<file path="src/rtl/touch_event_gen_if.sv">
// touch_event_gen_if: raw touch samples in, debounced touch_data out.
// master = panel front end / consumer side, slave = touch_event_gen.
interface touch_event_gen_if;
   logic        raw_valid;
   logic        raw_pressed;
   logic [15:0] raw_x;
   logic [15:0] raw_y;
   logic [31:0] touch_data;
   logic        touch_event;
   logic        busy;
   logic [7:0]  event_count;

   modport master (
      output raw_valid, raw_pressed, raw_x, raw_y,
      input  touch_data, touch_event, busy, event_count
   );

   modport slave (
      input  raw_valid, raw_pressed, raw_x, raw_y,
      output touch_data, touch_event, busy, event_count
   );
endinterface

</file>
<file path="src/rtl/touch_event_gen.sv">
// touch_event_gen: one debounced, clamped {x,y} word per physical press.
// Define TOUCH_AVG_EN to emit the mean of the debounce samples instead.
module touch_event_gen #(
   parameter int DEBOUNCE_CYCLES = 4,
   parameter int HOLDOFF_CYCLES  = 8,
   parameter int X_MAX           = 799,
   parameter int Y_MAX           = 479
) (
   input logic               clk,
   input logic               rst,
   touch_event_gen_if.slave  bus
);
   typedef enum logic [1:0] {IDLE, DEBOUNCE, HELD, HOLDOFF} state_t;

   localparam logic [7:0]  DBC = 8'(DEBOUNCE_CYCLES);
   localparam logic [7:0]  HOC = 8'(HOLDOFF_CYCLES);
   localparam logic [15:0] XM  = 16'(X_MAX);
   localparam logic [15:0] YM  = 16'(Y_MAX);

   state_t      r_state, w_next;
   logic [7:0]  r_cnt, w_cnt;
   logic [7:0]  r_hcnt, w_hcnt;
   logic [31:0] r_data;
   logic        r_event;
   logic        r_busy;
   logic [7:0]  r_count;
   logic        w_press, w_rel, w_fire;
   logic [15:0] w_x, w_y, w_cx, w_cy, w_oy;

   assign w_press = bus.raw_valid & bus.raw_pressed;
   assign w_rel   = bus.raw_valid & ~bus.raw_pressed;

`ifdef TOUCH_AVG_EN
   localparam int SH = $clog2(DEBOUNCE_CYCLES);
   localparam int AW = 16 + SH;

   if ((DEBOUNCE_CYCLES & (DEBOUNCE_CYCLES - 1)) != 0) begin : g_pow2
      $error("DEBOUNCE_CYCLES must be a power of two");
   end

   logic [AW-1:0] r_acc_x, r_acc_y, w_sum_x, w_sum_y;

   // first sample of a run restarts the running sum
   assign w_sum_x = ((r_state == IDLE) ? '0 : r_acc_x) + AW'(bus.raw_x);
   assign w_sum_y = ((r_state == IDLE) ? '0 : r_acc_y) + AW'(bus.raw_y);
   assign w_x     = 16'(w_sum_x >> SH);
   assign w_y     = 16'(w_sum_y >> SH);

   always_ff @(posedge clk) begin
      if (rst) begin
         r_acc_x <= '0;
         r_acc_y <= '0;
      end else if (w_press &&
                   (r_state == IDLE || r_state == DEBOUNCE)) begin
         r_acc_x <= w_sum_x;
         r_acc_y <= w_sum_y;
      end
   end
`else
   assign w_x = bus.raw_x;
   assign w_y = bus.raw_y;
`endif

   assign w_cx = (w_x > XM) ? XM : w_x;
   assign w_cy = (w_y > YM) ? YM : w_y;
   assign w_oy = (w_cx == 16'd0 && w_cy == 16'd0) ? 16'd1 : w_cy;

   always_comb begin
      w_next = r_state;
      w_cnt  = r_cnt;
      w_hcnt = r_hcnt;
      w_fire = 1'b0;
      unique case (r_state)
         IDLE: begin
            if (w_press) begin
               w_cnt = 8'd1;
               if (DBC == 8'd1) begin
                  w_next = HELD;
                  w_fire = 1'b1;
                  w_cnt  = '0;
               end else begin
                  w_next = DEBOUNCE;
               end
            end
         end
         DEBOUNCE: begin
            if (w_rel) begin
               w_next = IDLE;
               w_cnt  = '0;
            end else if (w_press) begin
               w_cnt = r_cnt + 8'd1;
               if (w_cnt == DBC) begin
                  w_next = HELD;
                  w_fire = 1'b1;
                  w_cnt  = '0;
               end
            end
         end
         HELD: begin
            if (w_rel) begin
               w_next = HOLDOFF;
               w_hcnt = '0;
            end
         end
         HOLDOFF: begin
            w_hcnt = r_hcnt + 8'd1;
            if (w_hcnt >= HOC) begin
               w_next = IDLE;
               w_hcnt = '0;
            end
         end
         default: w_next = IDLE;
      endcase
   end

   always_ff @(posedge clk) begin
      if (rst) begin
         r_state <= IDLE;
         r_cnt   <= '0;
         r_hcnt  <= '0;
         r_data  <= '0;
         r_event <= 1'b0;
         r_busy  <= 1'b0;
         r_count <= '0;
      end else begin
         r_state <= w_next;
         r_cnt   <= w_cnt;
         r_hcnt  <= w_hcnt;
         r_event <= w_fire;
         r_data  <= w_fire ? {w_cx, w_oy} : 32'd0;
         r_busy  <= (w_next != IDLE);
         if (w_fire) r_count <= r_count + 8'd1;
      end
   end

   assign bus.touch_data  = r_data;
   assign bus.touch_event = r_event;
   assign bus.busy        = r_busy;
   assign bus.event_count = r_count;
endmodule

</file>
<file path="src/flat_wrapper.sv">
// flat-port wrapper written by rule: the top's interface ports become plain ports
module touch_event_gen_flat 
#(
   parameter int DEBOUNCE_CYCLES = 4,
   parameter int HOLDOFF_CYCLES  = 8,
   parameter int X_MAX           = 799,
   parameter int Y_MAX           = 479
)
  (clk, rst, bus_raw_valid, bus_raw_pressed, bus_raw_x, bus_raw_y, bus_touch_data, bus_touch_event, bus_busy, bus_event_count);
  touch_event_gen_if bus_i ();
  input logic clk;
  input logic rst;
  input wire logic [$bits(bus_i.raw_valid)-1:0] bus_raw_valid;
  input wire logic [$bits(bus_i.raw_pressed)-1:0] bus_raw_pressed;
  input wire logic [$bits(bus_i.raw_x)-1:0] bus_raw_x;
  input wire logic [$bits(bus_i.raw_y)-1:0] bus_raw_y;
  output wire logic [$bits(bus_i.touch_data)-1:0] bus_touch_data;
  output wire logic [$bits(bus_i.touch_event)-1:0] bus_touch_event;
  output wire logic [$bits(bus_i.busy)-1:0] bus_busy;
  output wire logic [$bits(bus_i.event_count)-1:0] bus_event_count;
  assign bus_i.raw_valid = bus_raw_valid;
  assign bus_i.raw_pressed = bus_raw_pressed;
  assign bus_i.raw_x = bus_raw_x;
  assign bus_i.raw_y = bus_raw_y;
  assign bus_touch_data = bus_i.touch_data;
  assign bus_touch_event = bus_i.touch_event;
  assign bus_busy = bus_i.busy;
  assign bus_event_count = bus_i.event_count;
  touch_event_gen #(.DEBOUNCE_CYCLES(DEBOUNCE_CYCLES), .HOLDOFF_CYCLES(HOLDOFF_CYCLES), .X_MAX(X_MAX), .Y_MAX(Y_MAX)) u_core (.clk(clk), .rst(rst), .bus(bus_i));
endmodule
</file>
<file path="config.mk">
export PLATFORM = sky130hd
export DESIGN_NAME = touch_event_gen_flat
export DESIGN_NICKNAME = d
export VERILOG_FILES = /design/src/rtl/touch_event_gen_if.sv /design/src/rtl/touch_event_gen.sv /design/src/flat_wrapper.sv
export SDC_FILE = /design/constraint.sdc
export NUM_CORES = 1
export LEC_CHECK = 0
export CORE_MARGIN = 2
export CORE_UTILIZATION = 40
export CTS_CLUSTER_SIZE = 40
export DETAILED_ROUTE_END_ITERATION = 6
export GPL_TIMING_DRIVEN = 0
export PLACE_DENSITY = 0.75
export SETUP_SLACK_MARGIN = 0.02
export SYNTH_ARGS = -nofsm -noshare
export SYNTH_HDL_FRONTEND = slang
export SYNTH_SLANG_ARGS = --single-unit
</file>
<file path="constraint.sdc">
create_clock -name clk -period 1.9 [get_ports clk]
set_input_delay 0.19 -clock clk [delete_from_list [all_inputs] [get_ports clk]]
set_output_delay 0.19 -clock clk [all_outputs]
set_load 0.1 [all_outputs]
</file>
==> run metrics, run 1 <==
input/output buffers=77; via count=~2000; buffer type at the clock tree root=clkbuf_8; status=finished, final reports clean; Die Ht=between 70 and 80 um; pin count of the biggest net entering global routing=12; FF-to-FF End=u_core.r_state[0]; cts-stage hold buffer count=0; Rows=27; endpoints failing setup=0; Area after DPL=approximately 0.0031 sq mm; Cell Count, Final, Fillers Out=between 400 and 500; Placed Cells=roughly 400; Peak VDD IR=0.588 mV; Post-Syn Area=between 0.002 and 0.0025 sq mm; Comb pwr share=0.114; GRT Resource Usage Total=0.174; Lkg Pwr=about 1.5 nW; Clk Latency, worst-skew pair=between 0.3 and 0.4 ns; Worst Path Required=about 1.7 ns; H-tree depth=3; multiplexer share of the synthesized area=0; total gr overflow=0; clk sinks=60; DRT iter0 DRCs=about 70; vias in the first global route=~1900; Synth Area per Inst=approximately 9.3 sq um; Post-synth EDFFs=0; Crit path largest cell delay=~0.9 ns; Synth Area in Compound Gates=0.115; Cells after Synth=between 200 and 250; CP max-delay cell=dlygate4sd2_1; fin. max-slew vios=0; Max Cap Violations=0; setup TNS=0 ns; Ys Warns=0; adder-cell share of the synthesized area=0.0170; CP top delay family=buffers and inverters; core area=0.00541 sq mm; router iterations before antenna repair=4; xor and xnor fraction of the mapped netlist area=0.0357; Yosys cell types=40; Routed WL per cell=between 10 and 15 um; Worst Hold End=u_core.bus.touch_data[21]; chip width=78.3 um; number of antenna-violating nets in the routed design=0; CP Class=flop to primary output; Tightest Hold Check Type=input pin to flop; post-DR vias/cell=4.80; overall power=roughly 2.8 mW; P_sw=0.724 mW; Flop pwr share=0.463; worst hold start=bus_raw_x[5]; post-synthesis simple-gate area fraction=0.269; nets@finish=380; hold path cells=2; Critical Path, Cell by Cell=dlygate4sd2_1; RSZ-0062 raised after global routing=true; ratio of cells with drive above 1 in the final layout=0.104; worst-margin pin slew=around 1.0 ns; critical path launch point type=flop; DRC errors left=0; clock power share=0.423; WP data arrival=approximately 1.7 ns; Net Sw Frac=0.259; reg2reg start=u_core.r_cnt[1]; first-pass GRT wire length=between 8000 and 9000 um; CTS buffer count=9; fin crit period=1.85 ns; design area=approximately 0.0033 sq mm; max_slew headroom=0.332; R2R Setup Slk=roughly 0.10 ns; commonest non-fill, non-tap cell in the layout=dfxtp_1; HPWL Detailed=between 3000 and 4000 um; # IOs=78; PwrDens=~840 mW/mm^2; Area Growth Syn to Fin=51.7%; most frequent cells in the layout=dfxtp_1 (58), nor2_1 (47), dlygate4sd2_1 (41); Final Hold Viols=0; die area=0.00612 sq mm; internal power=2.07 mW; Setup WS pre-CTS=-0.183 ns; gpl congestion=a little under 0.8; main combinational cell family by area after synthesis=simple AND/OR/NAND/NOR gates; maximum clock rate=about 540 MHz; Worst setup startpoint=u_core.bus.event_count[0]; final worst path period share=0.972; CTS max path bufs=2; Clock transition at path regs=roughly 0.070 ns; kind of end point of the critical path=primary output; CP Max Fanout=6; ys flop type=dfxtp_1; synthesized flop and latch total=60; Final Skew=~0.0083 ns; number of antenna violations at the first check in global routing=0; WL final=5160 um; CTS tree=done; register area share after synthesis=0.545; worst r2r path cells=6; post-synthesis async set-or-reset flop share=0; CP bufs+invs=1; n_diodes=0; PnR worst setup slack=~0.053 ns; Starting Density=0.408
==> metrics by stage <==
stage / utilization / hold slack [ns]
final: 0.619 / 0.441
after global routing: 0.619 / 0.439
after CTS: 0.614 / 0.431
after detailed placement: 0.576 / 0.478
after global placement: 0.576 / 0.468
after floorplan: - / 0.262
==> per-layer routing <==
layer / wire [um] / share of wire / up-vias / GRT usage
li1: - / - / 1026 / -
met1: 2090 / 0.41 / 901 / 0.187
met2: 2360 / 0.46 / 70 / 0.273
met3: 637 / 0.12 / 8 / 0.106
met4: 65 / 0.013 / 0 / 0.0737
met5: 0 / 0 / - / 0
==> worst register-to-register path, delay by kind of cell, from the launching register on <==
kind | cells | cell delay, ns
AND/OR/NAND/NOR | 2 | 0.82
flip-flops | 1 | 0.37
AO/OA/AOI/OAI | 3 | 0.36
adder cells (fa/ha/maj) | 1 | 0.14
==> cell usage after synthesis (2+ instances only) <==
cell type,n,area share
o21ai_0,8,0.018
xnor2_1,4,0.016
a21oi_1,9,0.020
nor2_1,49,0.083
a32oi_1,2,0.0079
clkbuf_1,3,0.0051
nand4_1,6,0.017
inv_1,3,0.0051
xor2_1,5,0.020
a22oi_1,2,0.0068
dfxtp_1,60,0.54
and3_1,6,0.017
a311oi_1,4,0.016
nor3_1,5,0.011
and2_1,9,0.026
buf_2,3,0.0068
nor2b_1,5,0.014
nand3_1,5,0.011
ha_1,3,0.017
nand4b_1,2,0.0079
nor4_1,4,0.011
nand2_1,15,0.026
nor3b_1,3,0.010
or3_1,4,0.011
a31o_2,3,0.012
==> worst max-delay path by stage <==
| stage | cells after the start | end | slack (ns) |
|---|---|---|---|
| 5_1_grt | 7 | u_core.bus.event_count[6] | -0.007 |
| 2_1_floorplan | 6 | u_core.bus.event_count[7] | -0.03 |
| 3_3_place_gp | 6 | u_core.bus.event_count[7] | -0.15 |
| 4_1_cts | 1 | bus_event_count[1] | 0.03 |
| 3_5_place_dp | 6 | u_core.bus.event_count[7] | -0.18 |
| 6_report | 1 | bus_event_count[0] | 0.05 |
==> final cells by class <==
type	count	area, sq um
fillers	487	2060
well taps	72	90.1
flip-flops and latches	60	1210
clock buffers	11	151
plain buffers	6	35.0
inverters	3	11.3
clock inverters	5	58.8
multi-input cells	180	1040
repair buffers	81	753
==> cell families after synthesis <==
kind of cell | after synthesis
adders and majority gates | 3
and+or+nand+nor | 118
AOI/OAI and AO/OA | 37
xor gates and xnor gates | 9
buffers and inverters | 9
other | 1
DFF | 60
==> state kept, by name (all words and copies together), names as in the netlist <==
signal	flops
u_core.r_state	2
u_core.r_hcnt	8
u_core.bus.touch_event	1
u_core.r_cnt	8
u_core.bus.busy	1
u_core.bus.touch_data	32
u_core.bus.event_count	8
==> power groups by stage <==
stage	Clock, mW	Sequential [mW]	Combinational (mW)
6_report	1.18	1.29	0.320
5_1_grt	1.26	1.30	0.339
4_1_cts	1.20	1.30	0.320
3_5_place_dp	0	1.32	0.326
3_3_place_gp	0	1.32	0.324
2_1_floorplan	0	1.45	0.0665
==> timing repair <==
| action | CTS | global route |
|---|---|---|
| setup buffers | 4 | 0 |
| gates resized for setup | 48 | 9 |
| setup endpoints to repair | 69 | 22 |
| cloned | 0 | 0 |
| pin swaps | 2 | 5 |
Power figures use the tool's default switching activity.
==> inputs of run 2 (changes only) <==
==> constraint.sdc (replaced) <==
create_clock -name clk -period 1.66 [get_ports clk]
set_input_delay 0.166 -clock clk [delete_from_list [all_inputs] [get_ports clk]]
set_output_delay 0.166 -clock clk [all_outputs]
set_load 0.1 [all_outputs]
==> run 2 against run 1 <==
  * The run now ends with negative setup slack left
  * Design area grew 5.3%
  * Final cell count grew 1.7%
  * Clock-buffer cell count shrank 2
  * Clock skew shrank 0.0026 ns
  * Hold slack lost 0.020 ns
  * Clock power shrank 7%
  * Non-clock buffer count grew 7
  * Via count grew 2.5%
  * Power grew 5.8%
  * Wire length grew 4.1%
  * Highest routed layer unchanged
==> run metrics, run 2 (synthesis results as in run 1) <==
status=finished with violations; failing checks=negative setup slack; Final Skew=roughly 0.0056 ns; WL final=5370 um; PwrDens=839 mW/mm^2; total gr overflow=0; reg2reg start=u_core.r_cnt[0]; CTS tree=done; Tightest Hold Check Type=input pin to flop; number of antenna-violating nets in the routed design=0; Placed Cells=398; worst-margin pin slew=approximately 0.95 ns; nets@finish=387; clk sinks=60; FF-to-FF End=u_core.bus.event_count[7]; CTS buffer count=9; Comb pwr share=0.126; Routed WL per cell=12.6 um; CTS max path bufs=2; Max Cap Violations=0; Flop pwr share=0.502; WP data arrival=between 2 and 2.5 ns; clock power share=0.372; CP max-delay cell=or4b_4; pin count of the biggest net entering global routing=12; DRT iter0 DRCs=between 60 and 70; ratio of cells with drive above 1 in the final layout=0.303; endpoints failing setup=28; n_diodes=0; Clk Latency, worst-skew pair=~0.33 ns; Clock transition at path regs=0.07 ns; input/output buffers=77; number of antenna violations at the first check in global routing=0; CP top delay family=simple AND/OR/NAND/NOR gates; Worst setup startpoint=u_core.r_cnt[0]; post-DR vias/cell=about 4.8; Peak VDD IR=approximately 0.58 mV; Critical Path, Cell by Cell=ha_4, or4b_4, nor3_4, nand3_1, or3_1, a21oi_1; most frequent cells in the layout=dfxtp_1 (52), clkdlybuf4s50_1 (35), nor2_1 (34); core area=between 0.005 and 0.006 sq mm; GRT Resource Usage Total=0.181; kind of end point of the critical path=flop; CP bufs+invs=0; final worst path period share=1.07; worst r2r path cells=6; DRC errors left=0; cts-stage hold buffer count=0; CP Class=flop to flop; CP Max Fanout=5; P_sw=0.824 mW; chip width=around 80 um; max_slew headroom=0.370; HPWL Detailed=between 3000 and 4000 um; Starting Density=0.408; Cell Count, Final, Fillers Out=roughly 430; Setup WS pre-CTS=-0.391 ns; die area=between 0.006 and 0.007 sq mm; internal power=2.13 mW; Die Ht=just under 80 um; Worst Path Required=~1.9 ns; R2R Setup Slk=-0.12 ns; Levels on crit path=6; # IOs=between 70 and 80; first-pass GRT wire length=approximately 8600 um; vias in the first global route=just under 2000; commonest non-fill, non-tap cell in the layout=dfxtp_1; gpl congestion=between 0.8 and 0.9; CP Capture Point=u_core.bus.event_count[7]; Lkg Pwr=about 1.4 nW; Crit path largest cell delay=~0.48 ns; via count=~2000; Area Growth Syn to Fin=59.8%; Rows=27; router iterations before antenna repair=4; fin crit period=1.78 ns; Net Sw Frac=0.279; PnR worst setup slack=-0.115 ns; RSZ-0062 raised after global routing=true; max FFs per register=32; buffer type at the clock tree root=clkbuf_8; H-tree depth=3; maximum clock rate=~560 MHz; fin. max-slew vios=0; critical path launch point type=flop; Final Hold Viols=0
==> run 2: how the worst min path moves through the flow <==
| stage | from | end | slack (ns) | depth (start not counted) |
|---|---|---|---|---|
| detailed placement | u_core.bus.event_count[7] | u_core.bus.event_count[7] | 0.48 | 2 |
| global placement | u_core.bus.event_count[7] | u_core.bus.event_count[7] | 0.47 | 2 |
| global route | bus_raw_x[6] | u_core.bus.touch_data[22] | 0.44 | 2 |
| floorplan | rst | u_core.r_state[1] | 0.24 | 1 |
| CTS | bus_raw_x[7] | u_core.bus.touch_data[23] | 0.42 | 2 |
| finish | bus_raw_x[6] | u_core.bus.touch_data[22] | 0.42 | 2 |
==> run 2: through the flow <==
stage	setup TNS, ns	hold slack [ns]	util	cell area (sq um)	total power [mW]
floorplan	-1.23	0.238	-	2300	1.74
global placement	-8.88	0.469	0.584	3160	1.88
detailed placement	-9.23	0.475	0.584	3160	1.89
CTS	-3.24	0.423	0.631	3410	2.98
global route	-4.68	0.444	0.652	3520	3.08
finish	-2.21	0.421	0.652	3520	2.96
==> run 2: area by class of cell <==
cell class | instances | area [sq um]
fill | 439 | 1880
buffer | 6 | 46.3
tap | 72 | 90.1
timing repair buffer | 88 | 878
multi-input combinational | 180 | 1120
sequential | 60 | 1210
clock inverter | 7 | 43.8
inverter | 3 | 11.3
clock buffer | 9 | 124
==> run 2: what timing repair did <==
action	4_1_cts	5_1_grt
cloned	1	1
resized for setup	121	37
endpoints found under the setup margin	78	50
buffers inserted	3	6
pin swaps	6	4
==> run 2: power groups by stage <==
stage                     Combinational (mW)  Sequential, mW  Clock (mW)
final                                  0.372            1.48        1.10
after global placement                 0.368            1.52           0
after floorplan                       0.0771            1.66           0
after global routing                   0.400            1.49        1.19
after detailed placement               0.371            1.52           0
after CTS                              0.367            1.48        1.13
==> run 2: routing by layer <==
metal,track usage,up-vias,share of wire
met2,0.272,71,0.46
met4,0.0947,0,0.023
met5,0,-,0
li1,-,1039,-
met3,0.0874,11,0.097
met1,0.212,934,0.42
